## src/rtl/lut_pkg.sv

```systemverilog
// Shared types and constants for the run-time programmable LUT function unit.
package lut_pkg;

    typedef enum logic {
        RUN  = 1'b0,
        LOAD = 1'b1
    } lut_state_e;

    localparam logic [15:0] LUT_DEFAULT_TABLE = 16'h00AA;

    function automatic int unsigned lut_depth(input int unsigned n_in);
        return 32'd1 << n_in;
    endfunction

endpackage

```

## src/rtl/lut_shift_loader.sv

```systemverilog
// Bit-serial table loader: bit counter, shadow register and terminal-count commit strobe.
module lut_shift_loader
    import lut_pkg::*;
#(
    parameter int unsigned N_IN = 4
) (
    input  logic                       clk,
    input  logic                       reset,
    input  logic                       clear,
    input  logic                       wr_en,
    input  logic                       wr_bit,
    output logic [lut_depth(N_IN)-1:0] table_next,
    output logic                       commit
);

    localparam int unsigned DEPTH = lut_depth(N_IN);
    localparam logic [N_IN:0] LAST = (N_IN + 1)'(DEPTH - 1);
    localparam logic [N_IN:0] ONE  = (N_IN + 1)'(1);

    logic [N_IN:0]      cnt_q, cnt_d;
    logic [DEPTH-1:0]   shadow_q, shadow_d;

    always_comb begin
        cnt_d    = cnt_q;
        shadow_d = shadow_q;
        commit   = 1'b0;
        if (clear) begin
            cnt_d    = '0;
            shadow_d = '0;
        end else if (wr_en) begin
            shadow_d[cnt_q[N_IN-1:0]] = wr_bit;
            if (cnt_q == LAST) begin
                commit = 1'b1;
                cnt_d  = '0;
            end else begin
                cnt_d = cnt_q + ONE;
            end
        end
    end

    // The final bit is merged here so the top can commit on the cycle it arrives.
    assign table_next = shadow_d;

    always_ff @(posedge clk) begin
        if (reset) begin
            cnt_q    <= '0;
            shadow_q <= '0;
        end else begin
            cnt_q    <= cnt_d;
            shadow_q <= shadow_d;
        end
    end

endmodule

```

## src/rtl/lut_function_unit.sv

```systemverilog
// Registered N-input Boolean function unit with an atomically reloadable truth table
// and a saturating count of true results.
module lut_function_unit
    import lut_pkg::*;
#(
    parameter int unsigned                 N_IN          = 4,
    parameter logic [lut_depth(N_IN)-1:0]  DEFAULT_TABLE = (lut_depth(N_IN))'(LUT_DEFAULT_TABLE),
    parameter int unsigned                 CNT_W         = 8
) (
    input  logic             clk,
    input  logic             reset,
    input  logic             in_valid,
    input  logic [N_IN-1:0]  in_vec,
    output logic             in_ready,
    output logic             out_valid,
    output logic             y,
    input  logic             cfg_start,
    input  logic             cfg_valid,
    input  logic             cfg_bit,
    output logic             cfg_busy,
    output logic             cfg_done,
    output logic [CNT_W-1:0] hit_count
);

    localparam int unsigned DEPTH = lut_depth(N_IN);

    lut_state_e         state_q, state_d;
    logic [DEPTH-1:0]   table_q, table_d;
    logic               y_q, y_d;
    logic               out_valid_q, out_valid_d;
    logic               cfg_done_q, cfg_done_d;
    logic [CNT_W-1:0]   hit_q, hit_d;

    logic               ld_wr_en;
    logic               ld_commit;
    logic [DEPTH-1:0]   ld_table;

    // A restart outranks a data bit arriving in the same cycle.
    assign ld_wr_en = (state_q == LOAD) && cfg_valid && !cfg_start;

    lut_shift_loader #(
        .N_IN (N_IN)
    ) u_loader (
        .clk        (clk),
        .reset      (reset),
        .clear      (cfg_start),
        .wr_en      (ld_wr_en),
        .wr_bit     (cfg_bit),
        .table_next (ld_table),
        .commit     (ld_commit)
    );

    always_ff @(posedge clk) begin
        if (reset) begin
            state_q <= RUN;
        end else begin
            state_q <= state_d;
        end
    end

    always_comb begin
        state_d = state_q;
        case (state_q)
            RUN:     if (cfg_start) state_d = LOAD;
            LOAD:    if (ld_commit) state_d = RUN;
            default: state_d = RUN;
        endcase
    end

    always_comb begin
        in_ready = (state_q == RUN);
        cfg_busy = (state_q == LOAD);
    end

    always_comb begin
        out_valid_d = in_valid && (state_q == RUN);
        y_d         = out_valid_d ? table_q[in_vec] : y_q;
        table_d     = ld_commit ? ld_table : table_q;
        cfg_done_d  = ld_commit;
        hit_d       = hit_q;
        if (out_valid_q && y_q && (hit_q != '1)) begin
            hit_d = hit_q + CNT_W'(1);
        end
    end

    always_ff @(posedge clk) begin
        if (reset) begin
            table_q     <= DEFAULT_TABLE;
            y_q         <= 1'b0;
            out_valid_q <= 1'b0;
            cfg_done_q  <= 1'b0;
            hit_q       <= '0;
        end else begin
            table_q     <= table_d;
            y_q         <= y_d;
            out_valid_q <= out_valid_d;
            cfg_done_q  <= cfg_done_d;
            hit_q       <= hit_d;
        end
    end

    assign y         = y_q;
    assign out_valid = out_valid_q;
    assign cfg_done  = cfg_done_q;
    assign hit_count = hit_q;

endmodule
```

## config.mk

```make
export PLATFORM = sky130hd
export DESIGN_NAME = lut_function_unit
export DESIGN_NICKNAME = d
export VERILOG_FILES = /design/src/rtl/lut_pkg.sv /design/src/rtl/lut_shift_loader.sv /design/src/rtl/lut_function_unit.sv
export SDC_FILE = /design/constraint.sdc
export NUM_CORES = 1
export LEC_CHECK = 0
export BUFFER_PORTS_ARGS = -buffer_cell sky130_fd_sc_hd__buf_2
export CAP_MARGIN = 20
export CORE_MARGIN = 4
export CORE_UTILIZATION = 60
export CTS_BUF_LIST = sky130_fd_sc_hd__clkbuf_2
export CTS_CLUSTER_SIZE = 25
export DETAILED_ROUTE_END_ITERATION = 10
export GPL_TIMING_DRIVEN = 0
export PLACE_DENSITY = 0.81
export SKIP_CTS_REPAIR_TIMING = 1
export SLEW_MARGIN = 20
export SYNTH_ARGS = -nofsm -noshare
export SYNTH_HDL_FRONTEND = slang
export SYNTH_SLANG_ARGS = --single-unit
```

## constraint.sdc

```tcl
create_clock -name clk -period 2.3 [get_ports clk]
set_clock_uncertainty 0.2 [all_clocks]
set_input_delay 0.46 -clock clk [delete_from_list [all_inputs] [get_ports clk]]
set_output_delay 0.46 -clock clk [all_outputs]
set_load 0.02 [all_outputs]
```

# Yosys cells after proc, flatten, opt, wreduce, memory -nomap -nowiden

Index checks and enable logic that the tools add are counted.

Register bits after elaboration: 49
Output and inout bits: 13
Logic and storage cells: 38

$add $sub $neg: 2
Order comparisons: 3
Equal/unequal tests: 2
Multiplexer cells: 14
Bitwise operators: 1
Reduce and logical (&&, ||, !) cells: 8

Operators with widths:

| operator            | count |
|---|---|
| $mux 16             | 2 |
| $bwmux 16           | 1 |
| $lt 4x5->1 const B  | 2 |
| $add 8x1->8 const B | 1 |
| $ne 8x8->1 const B  | 1 |
| $mux 1              | 7 |
| $logic_and 1x1->1   | 6 |
| $add 5x1->5 const B | 1 |
| $eq 5x4->1 const B  | 1 |
| $mux 5              | 1 |
| $bmux 1 s4          | 1 |
| $demux 1 s4         | 1 |
| $ge 4x1->1 const B  | 1 |
| $pmux 1 s2          | 1 |
| $reduce_or 2->1     | 1 |
| $logic_not 1->1     | 1 |
| $not 1->1           | 1 |

# Depth between registers and ports, before layout

Gate-level depths: netlist of the first run.

Depth in word-level cells: 7
Mapped depth: 6
Gate-level depth less buffers: 6

# Modules after synthesis

A second synthesis of the first run with hierarchy kept.

Cell total of the unflattened synthesis: 244
Area, all modules: 2,306.0 um^2

By module, submodules not included:

| module            | times used | cells an instance | area each (um^2) | sequential area each (um^2) |
|---|---|---|---|---|
| lut_function_unit | 1          | 120               | 1,218.7          | 560.5 |
| lut_shift_loader  | 1          | 124               | 1,087.3          | 420.4 |

# Worst setup path before layout of the first run

Ideal clock, no wire load.

Path type: flip-flop to flip-flop
Start point: register u_loader.cnt_q[0]
End point: register table_q[10]
Library setup time: 0.068 ns
Arrival: 1.591 ns
Data required time: 2.032 ns
Path slack: 0.440 ns
Stages on the path, launching flop included: 7
Path buffers: 1
Period minus slack after synthesis: 1.860 ns
Cell sequence: dfxtp_1 ha_1 nand4b_4 or2_4 or3_4 buf_6 o2bb2ai_2

Cells in the longest elaborated chain, start to end: 7
Elaborated cells on any way between the ends: 12

RTL lines:

| what                                                                  | line                    | source |
|---|---|---|
| start: declaration                                                    | lut_shift_loader.sv:20  | `logic [N_IN:0] cnt_q, cnt_d;` |
| start signal: assignment                                              | lut_shift_loader.sv:49  | `cnt_q <= cnt_d;` |
| $lt 4x5->1 (implied by the code) / $ge 4x1->1 (equally long branches) | lut_shift_loader.sv:31  | `shadow_d[cnt_q[N_IN-1:0]] = wr_bit;` |
| $logic_and 1x1->1 (implied by the code)                               | lut_shift_loader.sv:31  |  |
| $mux 1 (implied by the code)                                          | lut_shift_loader.sv:31  |  |
| $demux 1 s4                                                           | n/a                     |  |
| $bwmux 16                                                             | lut_shift_loader.sv:31  |  |
| $mux 16                                                               | lut_shift_loader.sv:30  | `end else if (wr_en) begin` |
| $mux 16                                                               | lut_shift_loader.sv:27  | `if (clear) begin` |
| end signal: assignment                                                | lut_function_unit.sv:94 | `table_q <= table_d;` |
| end: declaration                                                      | lut_function_unit.sv:28 | `logic [DEPTH-1:0] table_q, table_d;` |

Parallel ways exist; a longest one is shown, timed or not.
A chain may end at the register's enable or synchronous reset.

==> results.yml, run 1 <==
cells_and_area:
  stdcell_count: 294
  fin_area_um2: 2440
  drive_above_1_share_pct: 24.6
  finalNetCount: 264
  utilization_pct: 70.2
  syn_to_final_growth_pct: 9.32
  diodes: 0
placed_design:
  dpl_cell_area_um2: 2390
  dp_hpwl_mm: 3.33
  dpl_worst_slack_ns: 0.184
  portBuffers: 21
  gp_congestion: 0.832
  placedCellCount: 286
timing:
  final.setup.worst_slack_ns: 0.188
  finalHoldViolCount: 0
  fmax_mhz: 473
  layout_worst_path_cycle_share_pct: 91.8
  worstMarginPinSlew_ns: 0.509
  layout_min_cycle_time_ns: 2.11
  slew_viol_final: 0
  finalSetupViolations: 0
  slew_headroom_pct: 65.8
  setup-tns-final_ns: 0
  hold_ws_ns: 0.0910
  rsz0062_at_grt: "no"
die:
  io_pins: 23
  initial_utilization_pct: 64.2
  chipWidth_um: 68.9
  fp.coreArea_um2: 3470
  die_h_um: 68.9
  placement_rows: 21
  die_area_um2: 4750
worst_setup_path:
  timing.rr.start: "u_loader.cnt_q[0]"
  cp.arrival_ns: 2.23
  path_class: "in2reg"
  ff2ff_path_depth: 6
  setup.worst_path.end_class: "register"
  worstReg2RegEnd: "table_q[9]"
  r2r_slack_ns: 0.19
  crit_fanout: 10
  critPathLaunchType: "primary input"
  cp.required_ns: 2.42
synth:
  syn-instance-count: 219
  async_flop_share_pct: 0
  yosysTopAreaCell: "dfxtp_1"
  netlist.area_leader.share_pct: 43.1
  synth_warnings: 0
  synth_top_family_by_area: "simple AND/OR/NAND/NOR gates"
  synth_cell_types: 46
  synth_seq_cells: 48
  synth_compound_area_share_pct: 14.1
  synth_edf_count: 0
  synthFlopType: "dfxtp_1"
  syn_avg_cell_area_um2: 10.2
  yosys.area_share.simple_pct: 20.2
  synthTopCellsByArea: "dfxtp_1 (43%), mux2i_1 (7.6%), o2bb2ai_2 (6.7%), nor2_1 (6.6%), mux4_2 (4.0%)"
  ys_seq_area_share_pct: 43.1
  synth.net_count: 235
  syn-cell-area_um2: 2230
  synth_adder_area_share_pct: 3.37
  synth.area.mux_share_pct: 11.7
  synthXorXnorAreaFrac_pct: 2.75
routing:
  firstDrtPassIters: 4
  ant_nets: 0
  drt-initial-drc-count: 75
  drc_errors: 0
  wire_per_inst_um: 14.9
  vias: 1693
  avgViaCountPerCell: 5.76
  drt-total-wl_mm: 4.37
run_status:
  outcome: "completed"
power:
  p_comb_share_pct: 6.9
  peakVddDrop_v: 0.000380
  p_int_mw: 0.944
  swShare_pct: 24.4
  seqPwrFrac_pct: 67.4
  power_density_nw_per_um2: 513
  finalPower_mw: 1.25
  switchingPower_mw: 0.305
  p_clk_share_pct: 25.7
  p_leak_nw: 0.985
clocking:
  h-tree-depth: 2
  cts_made_buffers: 5
  cts_tree: "done"
  cts_buffer_depth: 2
  clock-sinks: 48
  cts_root_buf: "clkbuf_2"
  worst_skew_pair.late_latency_ns: 0.42
  clk_pin_slew_ns: 0.21
grt:
  grt_overflow: 0
  antenna_found_initial: 0
  grtUsageTotal_pct: 20.8
  grt_pass1_wl_mm: 7.16
  grt_max_degree: 14
  first_global_vias: 1577
run:
  drv_cap: 0
min_path:
  hp-start: "in_vec[0]"
  holdPathStages: 2
  hold_class: "in2reg"
  hold_end: "y"
-- synth_stat cells, types with 3 or more instances --
cell type	n
nor2_1	39
nand3_1	7
nand4b_1	4
inv_1	9
dfxtp_1	48
buf_2	4
o2bb2ai_2	10
ha_1	6
mux4_2	4
nand4_1	3
and2b_2	3
o211ai_1	4
a22oi_1	4
xor2_1	6
clkbuf_1	3
nor3_1	5
nand2_1	5
a21oi_1	4
mux2i_1	17
-- kinds of logic after synthesis --
kind of cell	count (synthesis)
AOI/OAI and AO/OA	33
xor gates and xnor gates	7
adders and majority gates	6
buffers and inverters	21
DFF	48
muxes	21
and+or+nand+nor	83
-- critical path, stage by stage --
cell	delay [ns]
dlygate4sd3_1	0.52
buf_2	0.10
buf_2	0.21
or2_2	0.14
clkbuf_1	0.31
clkbuf_1	0.39
nor2_1	0.09
-- layer usage --
metal | wire [µm] | global-route usage (%)
met3 | 143 | 3.89
met2 | 2210 | 35.8
met1 | 1970 | 25.8
met4 | 57 | 7.30
met5 | 0 | 0
-- flip-flops by register name (all words and copies together), names as in the netlist --
name	flops
table_q	16
u_loader.shadow_q	15
hit_count	8
u_loader.cnt_q	5
cfg_busy	1
cfg_done	1
out_valid	1
y	1
-- power by group through the flow --
stage	Sequential [mW]	Combinational, mW	Clock, mW
after detailed placement	0.859	0.0844	0
final	0.842	0.0859	0.321
after global routing	0.844	0.0948	0.365
after global placement	0.858	0.0842	0
after CTS	0.843	0.0846	0.329
after floorplan	0.863	0.0499	0
-- cell usage in the layout, fill, tap and decap left out, types with 4 or more instances in the layout --
master / n
o2bb2ai_2: 10
inv_1: 9
mux4_2: 4
a21oi_1: 4
buf_2: 25
ha_1: 6
nor2_1: 39
nor3_1: 5
mux2i_1: 17
nand4b_1: 4
nand3_1: 7
xor2_1: 6
dfxtp_1: 48
nand2_1: 5
a22oi_1: 4
clkbuf_2: 6
o211ai_1: 4
-- final cells by class --
| class | count | area, µm² |
|---|---|---|
| Clock inverter | 1 | 5.00 |
| Clock buffer | 6 | 30.0 |
| Timing Repair Buffer | 22 | 115 |
| Fill cell | 281 | 1030 |
| Multi-Input combinational cell | 150 | 1160 |
| Buffer | 12 | 72.6 |
| Tap cell | 46 | 57.6 |
| Sequential cell | 48 | 961 |
| Inverter | 9 | 33.8 |
-- worst max-delay path by stage --
stage	slack [ns]	startpoint	cells after the start	end
2_1_floorplan	0.44	u_loader.cnt_q[0]	6	table_q[10]
3_3_place_gp	0.19	cfg_start	6	table_q[14]
3_5_place_dp	0.18	cfg_start	6	table_q[9]
4_1_cts	0.18	u_loader.cnt_q[0]	6	table_q[9]
5_1_grt	0.05	reset	7	u_loader.shadow_q[6]
6_report	0.19	reset	7	u_loader.shadow_q[12]
Note: power is estimated with default switching activity, not from simulation.
==> inputs of run 2 (changes only) <==
--- a/config.mk
+++ b/config.mk
@@ -8,12 +8,12 @@
 export BUFFER_PORTS_ARGS = -buffer_cell sky130_fd_sc_hd__buf_2
 export CAP_MARGIN = 20
 export CORE_MARGIN = 4
-export CORE_UTILIZATION = 60
+export CORE_UTILIZATION = 40
 export CTS_BUF_LIST = sky130_fd_sc_hd__clkbuf_2
 export CTS_CLUSTER_SIZE = 25
 export DETAILED_ROUTE_END_ITERATION = 10
 export GPL_TIMING_DRIVEN = 0
-export PLACE_DENSITY = 0.81
+export PLACE_DENSITY = 0.58
 export SKIP_CTS_REPAIR_TIMING = 1
 export SLEW_MARGIN = 20
 export SYNTH_ARGS = -nofsm -noshare
==> run 2 against run 1 <==
Non-clock buffer count stayed put. Clock power is 2% lower. Via count is 3.2% lower. Critical endpoint is now u_loader.shadow_q[8]. Largest cell class unchanged.
==> results.yml, run 2 (synthesis gave the netlist of run 1 again) <==
min_path:
  hp-start: "in_vec[0]"
  hold_class: "in2reg"
  holdPathStages: 2
  hold_end: "y"
placed_design:
  portBuffers: 21
  gp_congestion: 0.761
  dp_hpwl_mm: 3.44
power:
  switchingPower_mw: 0.310
  peakVddDrop_v: 0.000377
  finalPower_mw: 1.24
  p_comb_share_pct: 7.0
  p_clk_share_pct: 25.3
  p_leak_nw: 0.980
  seqPwrFrac_pct: 67.7
  swShare_pct: 24.9
  p_int_mw: 0.934
  power_density_nw_per_um2: 505
grt:
  grt_max_degree: 14
  grtUsageTotal_pct: 15.1
  grt_overflow: 0
  antenna_found_initial: 0
  first_global_vias: 1595
  grt_pass1_wl_mm: 7.66
clocking:
  cts_root_buf: "clkbuf_2"
  worst_skew_pair.late_latency_ns: 0.41
  cts_tree: "done"
  clock-sinks: 48
  h-tree-depth: 2
  cts_made_buffers: 5
  cts_buffer_depth: 2
  clk_pin_slew_ns: 0.22
routing:
  wire_per_inst_um: 14.2
  drt-initial-drc-count: 100
  ant_nets: 0
  drt-total-wl_mm: 4.53
  avgViaCountPerCell: 5.15
  drc_errors: 0
  vias: 1639
  firstDrtPassIters: 4
timing:
  slew_headroom_pct: 67.0
  fmax_mhz: 465
  layout_worst_path_cycle_share_pct: 93.5
  layout_min_cycle_time_ns: 2.15
  hold_ws_ns: 0.0932
  finalSetupViolations: 0
  slew_viol_final: 0
  setup-tns-final_ns: 0
  rsz0062_at_grt: "no"
  worstMarginPinSlew_ns: 0.492
  finalHoldViolCount: 0
worst_setup_path:
  r2r_slack_ns: 0.19
  path_class: "in2reg"
  crit_start: "reset"
  worstReg2RegEnd: "table_q[13]"
  cp.arrival_ns: 2.27
  critPathLaunchType: "primary input"
  cp.required_ns: 2.42
  timing.rr.start: "u_loader.cnt_q[0]"
  ff2ff_path_depth: 6
  setup.worst_path.end_class: "register"
  crit_fanout: 10
cells_and_area:
  final_cell_mix: "dfxtp_1 (48), nor2_1 (39), buf_2 (25), mux2i_1 (17), o2bb2ai_2 (10)"
  finalNetCount: 264
  final_common_cell: "dfxtp_1"
  top_register: "table_q"
  utilization_pct: 47.0
  diodes: 0
  drive_above_1_share_pct: 23.8
  syn_to_final_growth_pct: 10.6
  largest_reg_flops: 16
die:
  chipWidth_um: 82.6
  io_pins: 23
  placement_rows: 26
  die_h_um: 82.6
  die_area_um2: 6830
  initial_utilization_pct: 42.5
  fp.coreArea_um2: 5240
run_status:
  outcome: "completed"
run:
  drv_cap: 0
## run 2: cell types whose count changed in the layout (fill, tap and decap cells not counted), sizes merged
cell / delta
clkinv: +1
clkbuf: -1
## run 2: how the worst max path moves through the flow
stage / end / slack [ns] / cells past startpoint
global route: table_q[13] / 0.06 / 6
global placement: table_q[14] / 0.17 / 6
floorplan: table_q[10] / 0.44 / 6
CTS: table_q[13] / 0.17 / 6
detailed placement: table_q[14] / 0.17 / 6
finish: u_loader.shadow_q[8] / 0.15 / 7
## run 2: through the flow
stage | std cells | area (µm²) | worst slack, ns
floorplan | 219 | 2230 | 0.440
detailed placement | 310 | 2420 | 0.173
finish | 318 | 2460 | 0.150
global route | 318 | 2460 | 0.0590
global placement | 310 | 2420 | 0.173
CTS | 317 | 2450 | 0.172
## run 2: critical path, stage by stage
cell and delay [ns]:
dlygate4sd3_1 0.52, buf_2 0.10, buf_2 0.21, or2_2 0.14, clkbuf_1 0.34, clkbuf_1 0.39, nor2_1 0.10
## run 2: per-layer routing
| layer | track usage [%] | vias to the layer above | part of all wire (%) |
|---|---|---|---|
| met4 | 5.39 | 0 | 1.5 |
| li1 | - | 836 | - |
| met5 | 0 | - | 0 |
| met1 | 20.0 | 780 | 49 |
| met3 | 3.36 | 8 | 2.6 |
| met2 | 24.0 | 15 | 47 |
## run 2: power by group through the flow
stage | Sequential, mW | Combinational [mW] | Clock (mW)
final | 0.843 | 0.0869 | 0.315
after global routing | 0.845 | 0.0970 | 0.364
after detailed placement | 0.859 | 0.0865 | 0
after global placement | 0.859 | 0.0866 | 0
after floorplan | 0.863 | 0.0499 | 0
after CTS | 0.843 | 0.0869 | 0.333
## run 2: layout make-up
type                       instances  area, µm²
fill                             536       2770
multi-input combinational        150       1160
sequential                        48        961
timing repair buffer              22        115
tap                               70       87.6
buffer                            12       72.6
inverter                           9       33.8
clock buffer                       5       25.0
clock inverter                     2       7.51
==> inputs of run 3 (changes only) <==
--- a/config.mk
+++ b/config.mk
@@ -15,7 +15,8 @@
 export GPL_TIMING_DRIVEN = 0
 export PLACE_DENSITY = 0.58
 export SKIP_CTS_REPAIR_TIMING = 1
-export SLEW_MARGIN = 20
+export SLEW_MARGIN = 25
 export SYNTH_ARGS = -nofsm -noshare
 export SYNTH_HDL_FRONTEND = slang
+export SYNTH_HIERARCHICAL = 1
 export SYNTH_SLANG_ARGS = --single-unit
==> run 3 against run 2 <==
Die area grew 3.1%. Clock-buffer cell count is the same. Wire length grew 8.8%. Synthesized cell count grew 11%. Critical path depth is the same. Utilization is essentially flat. First-iteration DRC count shrank 33%. Setup slack lost 0.029 ns. Global-route usage shrank 0.35 points. Worst hold slack lost 0.039 ns. Power grew 14%. Critical endpoint is now table_q[11]. Largest cell class unchanged.
==> results.yml, run 3 <==
synth:
  yosysTopAreaCell: "dfxtp_1"
  synth_edf_count: 0
  synth_seq_cells: 49
  syn-cell-area_um2: 2310
  synthTopCellsByCount: "nor2_1 (55), dfxtp_1 (49), mux2i_1 (32)"
  ys_seq_area_share_pct: 42.5
  netlist.area_leader.share_pct: 42.5
  synthFlopType: "dfxtp_1"
  synth_cell_types: 35
  synth.net_count: 260
  syn-instance-count: 244
  syn_avg_cell_area_um2: 9.45
  synthMostInstantiatedCell: "nor2_1"
  synthTopCellsByArea: "dfxtp_1 (43%), mux2i_1 (14%), nor2_1 (9.0%), mux4_1 (3.4%), nand4b_1 (3.4%)"
  synth_warnings: 6
  async_flop_share_pct: 0
clocking:
  cts_buffer_depth: 2
  cts_tree: "done"
  h-tree-depth: 2
  clk_pin_slew_ns: 0.26
  cts_made_buffers: 5
  cts_root_buf: "clkbuf_2"
  worst_skew_pair.late_latency_ns: 0.42
  clock-sinks: 49
routing:
  drt-total-wl_mm: 4.93
  met3_length_um: 181
  highest_layer: "met4"
  wire_per_inst_um: 14.3
  drc_errors: 0
  vias: 1814
  drt-initial-drc-count: 67
  ant_nets: 0
  met2_length_mm: 2.14
  firstDrtPassIters: 4
  wl_met1_mm: 2.55
  avgViaCountPerCell: 5.26
placed_design:
  gp_congestion: 0.744
  dpl_worst_slack_ns: -0.527
  dp_hpwl_mm: 3.60
  dpl_cell_area_um2: 2510
  placedCellCount: 338
  portBuffers: 22
grt:
  grtUsageTotal_pct: 14.7
  first_global_vias: 1734
  antenna_found_initial: 0
  grt_pass1_wl_mm: 8.44
  grt_overflow: 0
  grt_max_degree: 17
power:
  p_int_mw: 1.07
  swShare_pct: 24.3
  p_comb_share_pct: 5.9
  p_clk_share_pct: 33.3
  switchingPower_mw: 0.344
  power_density_nw_per_um2: 542
  seqPwrFrac_pct: 60.8
  peakVddDrop_v: 0.000281
  p_leak_nw: 1.04
cells_and_area:
  diodes: 0
  finalNetCount: 288
  drive_above_1_share_pct: 17.9
  utilization_pct: 47.1
  stdcell_count: 345
  syn_to_final_growth_pct: 13.1
  final_cell_mix: "nor2_1 (54), dfxtp_1 (47), mux2i_1 (32), buf_2 (26), nand4b_1 (9)"
  fin_area_um2: 2610
  final_common_cell: "nor2_1"
worst_setup_path:
  critPathLaunchType: "register"
  crit_fanout: 10
  cp.required_ns: 2.43
  setup.worst_path.end_class: "register"
  path_class: "reg2reg"
  cp.arrival_ns: 2.31
die:
  chipWidth_um: 83.9
  die_h_um: 83.9
  io_pins: 23
  placement_rows: 27
  initial_utilization_pct: 41.6
  die_area_um2: 7040
  fp.coreArea_um2: 5540
timing:
  layout_min_cycle_time_ns: 2.18
  finalSetupViolations: 0
  slew_headroom_pct: 64.3
  setup-tns-final_ns: 0
  finalHoldViolCount: 0
  final.setup.worst_slack_ns: 0.121
  slew_viol_final: 0
  layout_worst_path_cycle_share_pct: 94.7
  worstMarginPinSlew_ns: 0.535
  fmax_mhz: 459
run_status:
  outcome: "completed"
run:
  drv_cap: 0
min_path:
  hold_class: "in2reg"
==> run 3: worst paths after layout <==
check                          from           endpoint  slack (ns)  cells past startpoint
setup / recovery  u_loader/cnt_q[0]        table_q[11]        0.12                      7
hold / removal            in_vec[0]                  y        0.05                      3
hold reg to reg   u_loader/cnt_q[4]  u_loader/cnt_q[4]        0.33                      1
setup reg to reg  u_loader/cnt_q[0]        table_q[11]        0.12                      7
==> run 3: cells by family (layout without fill, tap and decap cells) <==
kind of cell | count (synthesis) | in the layout | synth area share (%)
AND/OR/NAND/NOR | 109 | 109 | 24.9
flip-flops | 49 | 49 | 42.5
multiplexers | 36 | 36 | 17.8
buffers and inverters | 21 | 50 | 4.40
AO/OA/AOI/OAI | 18 | 18 | 5.21
adder cells (fa/ha/maj) | 6 | 6 | 3.26
XOR/XNOR | 5 | 5 | 1.90
==> run 3: per-layer routing <==
metal,vias to the layer above,track usage (%)
met4,0,3.95
met3,5,3.06
li1,919,-
met2,28,22.7
met1,862,20.9
met5,-,0
==> run 3: power by group through the flow <==
stage | Clock (mW) | Sequential, mW | Combinational [mW]
final | 0.471 | 0.860 | 0.0836
after global routing | 0.521 | 0.862 | 0.0930
after CTS | 0.488 | 0.861 | 0.0832
after detailed placement | 0 | 0.876 | 0.0828
after global placement | 0 | 0.876 | 0.0820
after floorplan | 0 | 0.880 | 0.0441
==> run 3: final cells by class <==
type	count	area, µm²
Timing Repair Buffer	23	118
Multi-Input combinational cell	174	1240
Tap cell	72	90.1
Buffer	14	83.8
Sequential cell	49	986
Clock inverter	3	43.8
Clock buffer	5	25.0
Inverter	5	18.8
Fill cell	568	2930
==> run 3: stage by stage <==
stage	power [mW]	hold slack [ns]
after floorplan	0.924	0.251
after global placement	0.958	0.268
after detailed placement	0.959	0.285
after CTS	1.43	0.0297
after global routing	1.48	0.0305
final	1.41	0.0545
==> run 3: worst max-delay path, cell delays in order (launching register included) <==
cell	delay, ns
dfxtp_1	0.46
ha_2	0.27
nand2b_1	0.12
nor4b_4	0.33
buf_6	0.22
clkbuf_4	0.25
mux2i_1	0.21
nor2_1	0.05
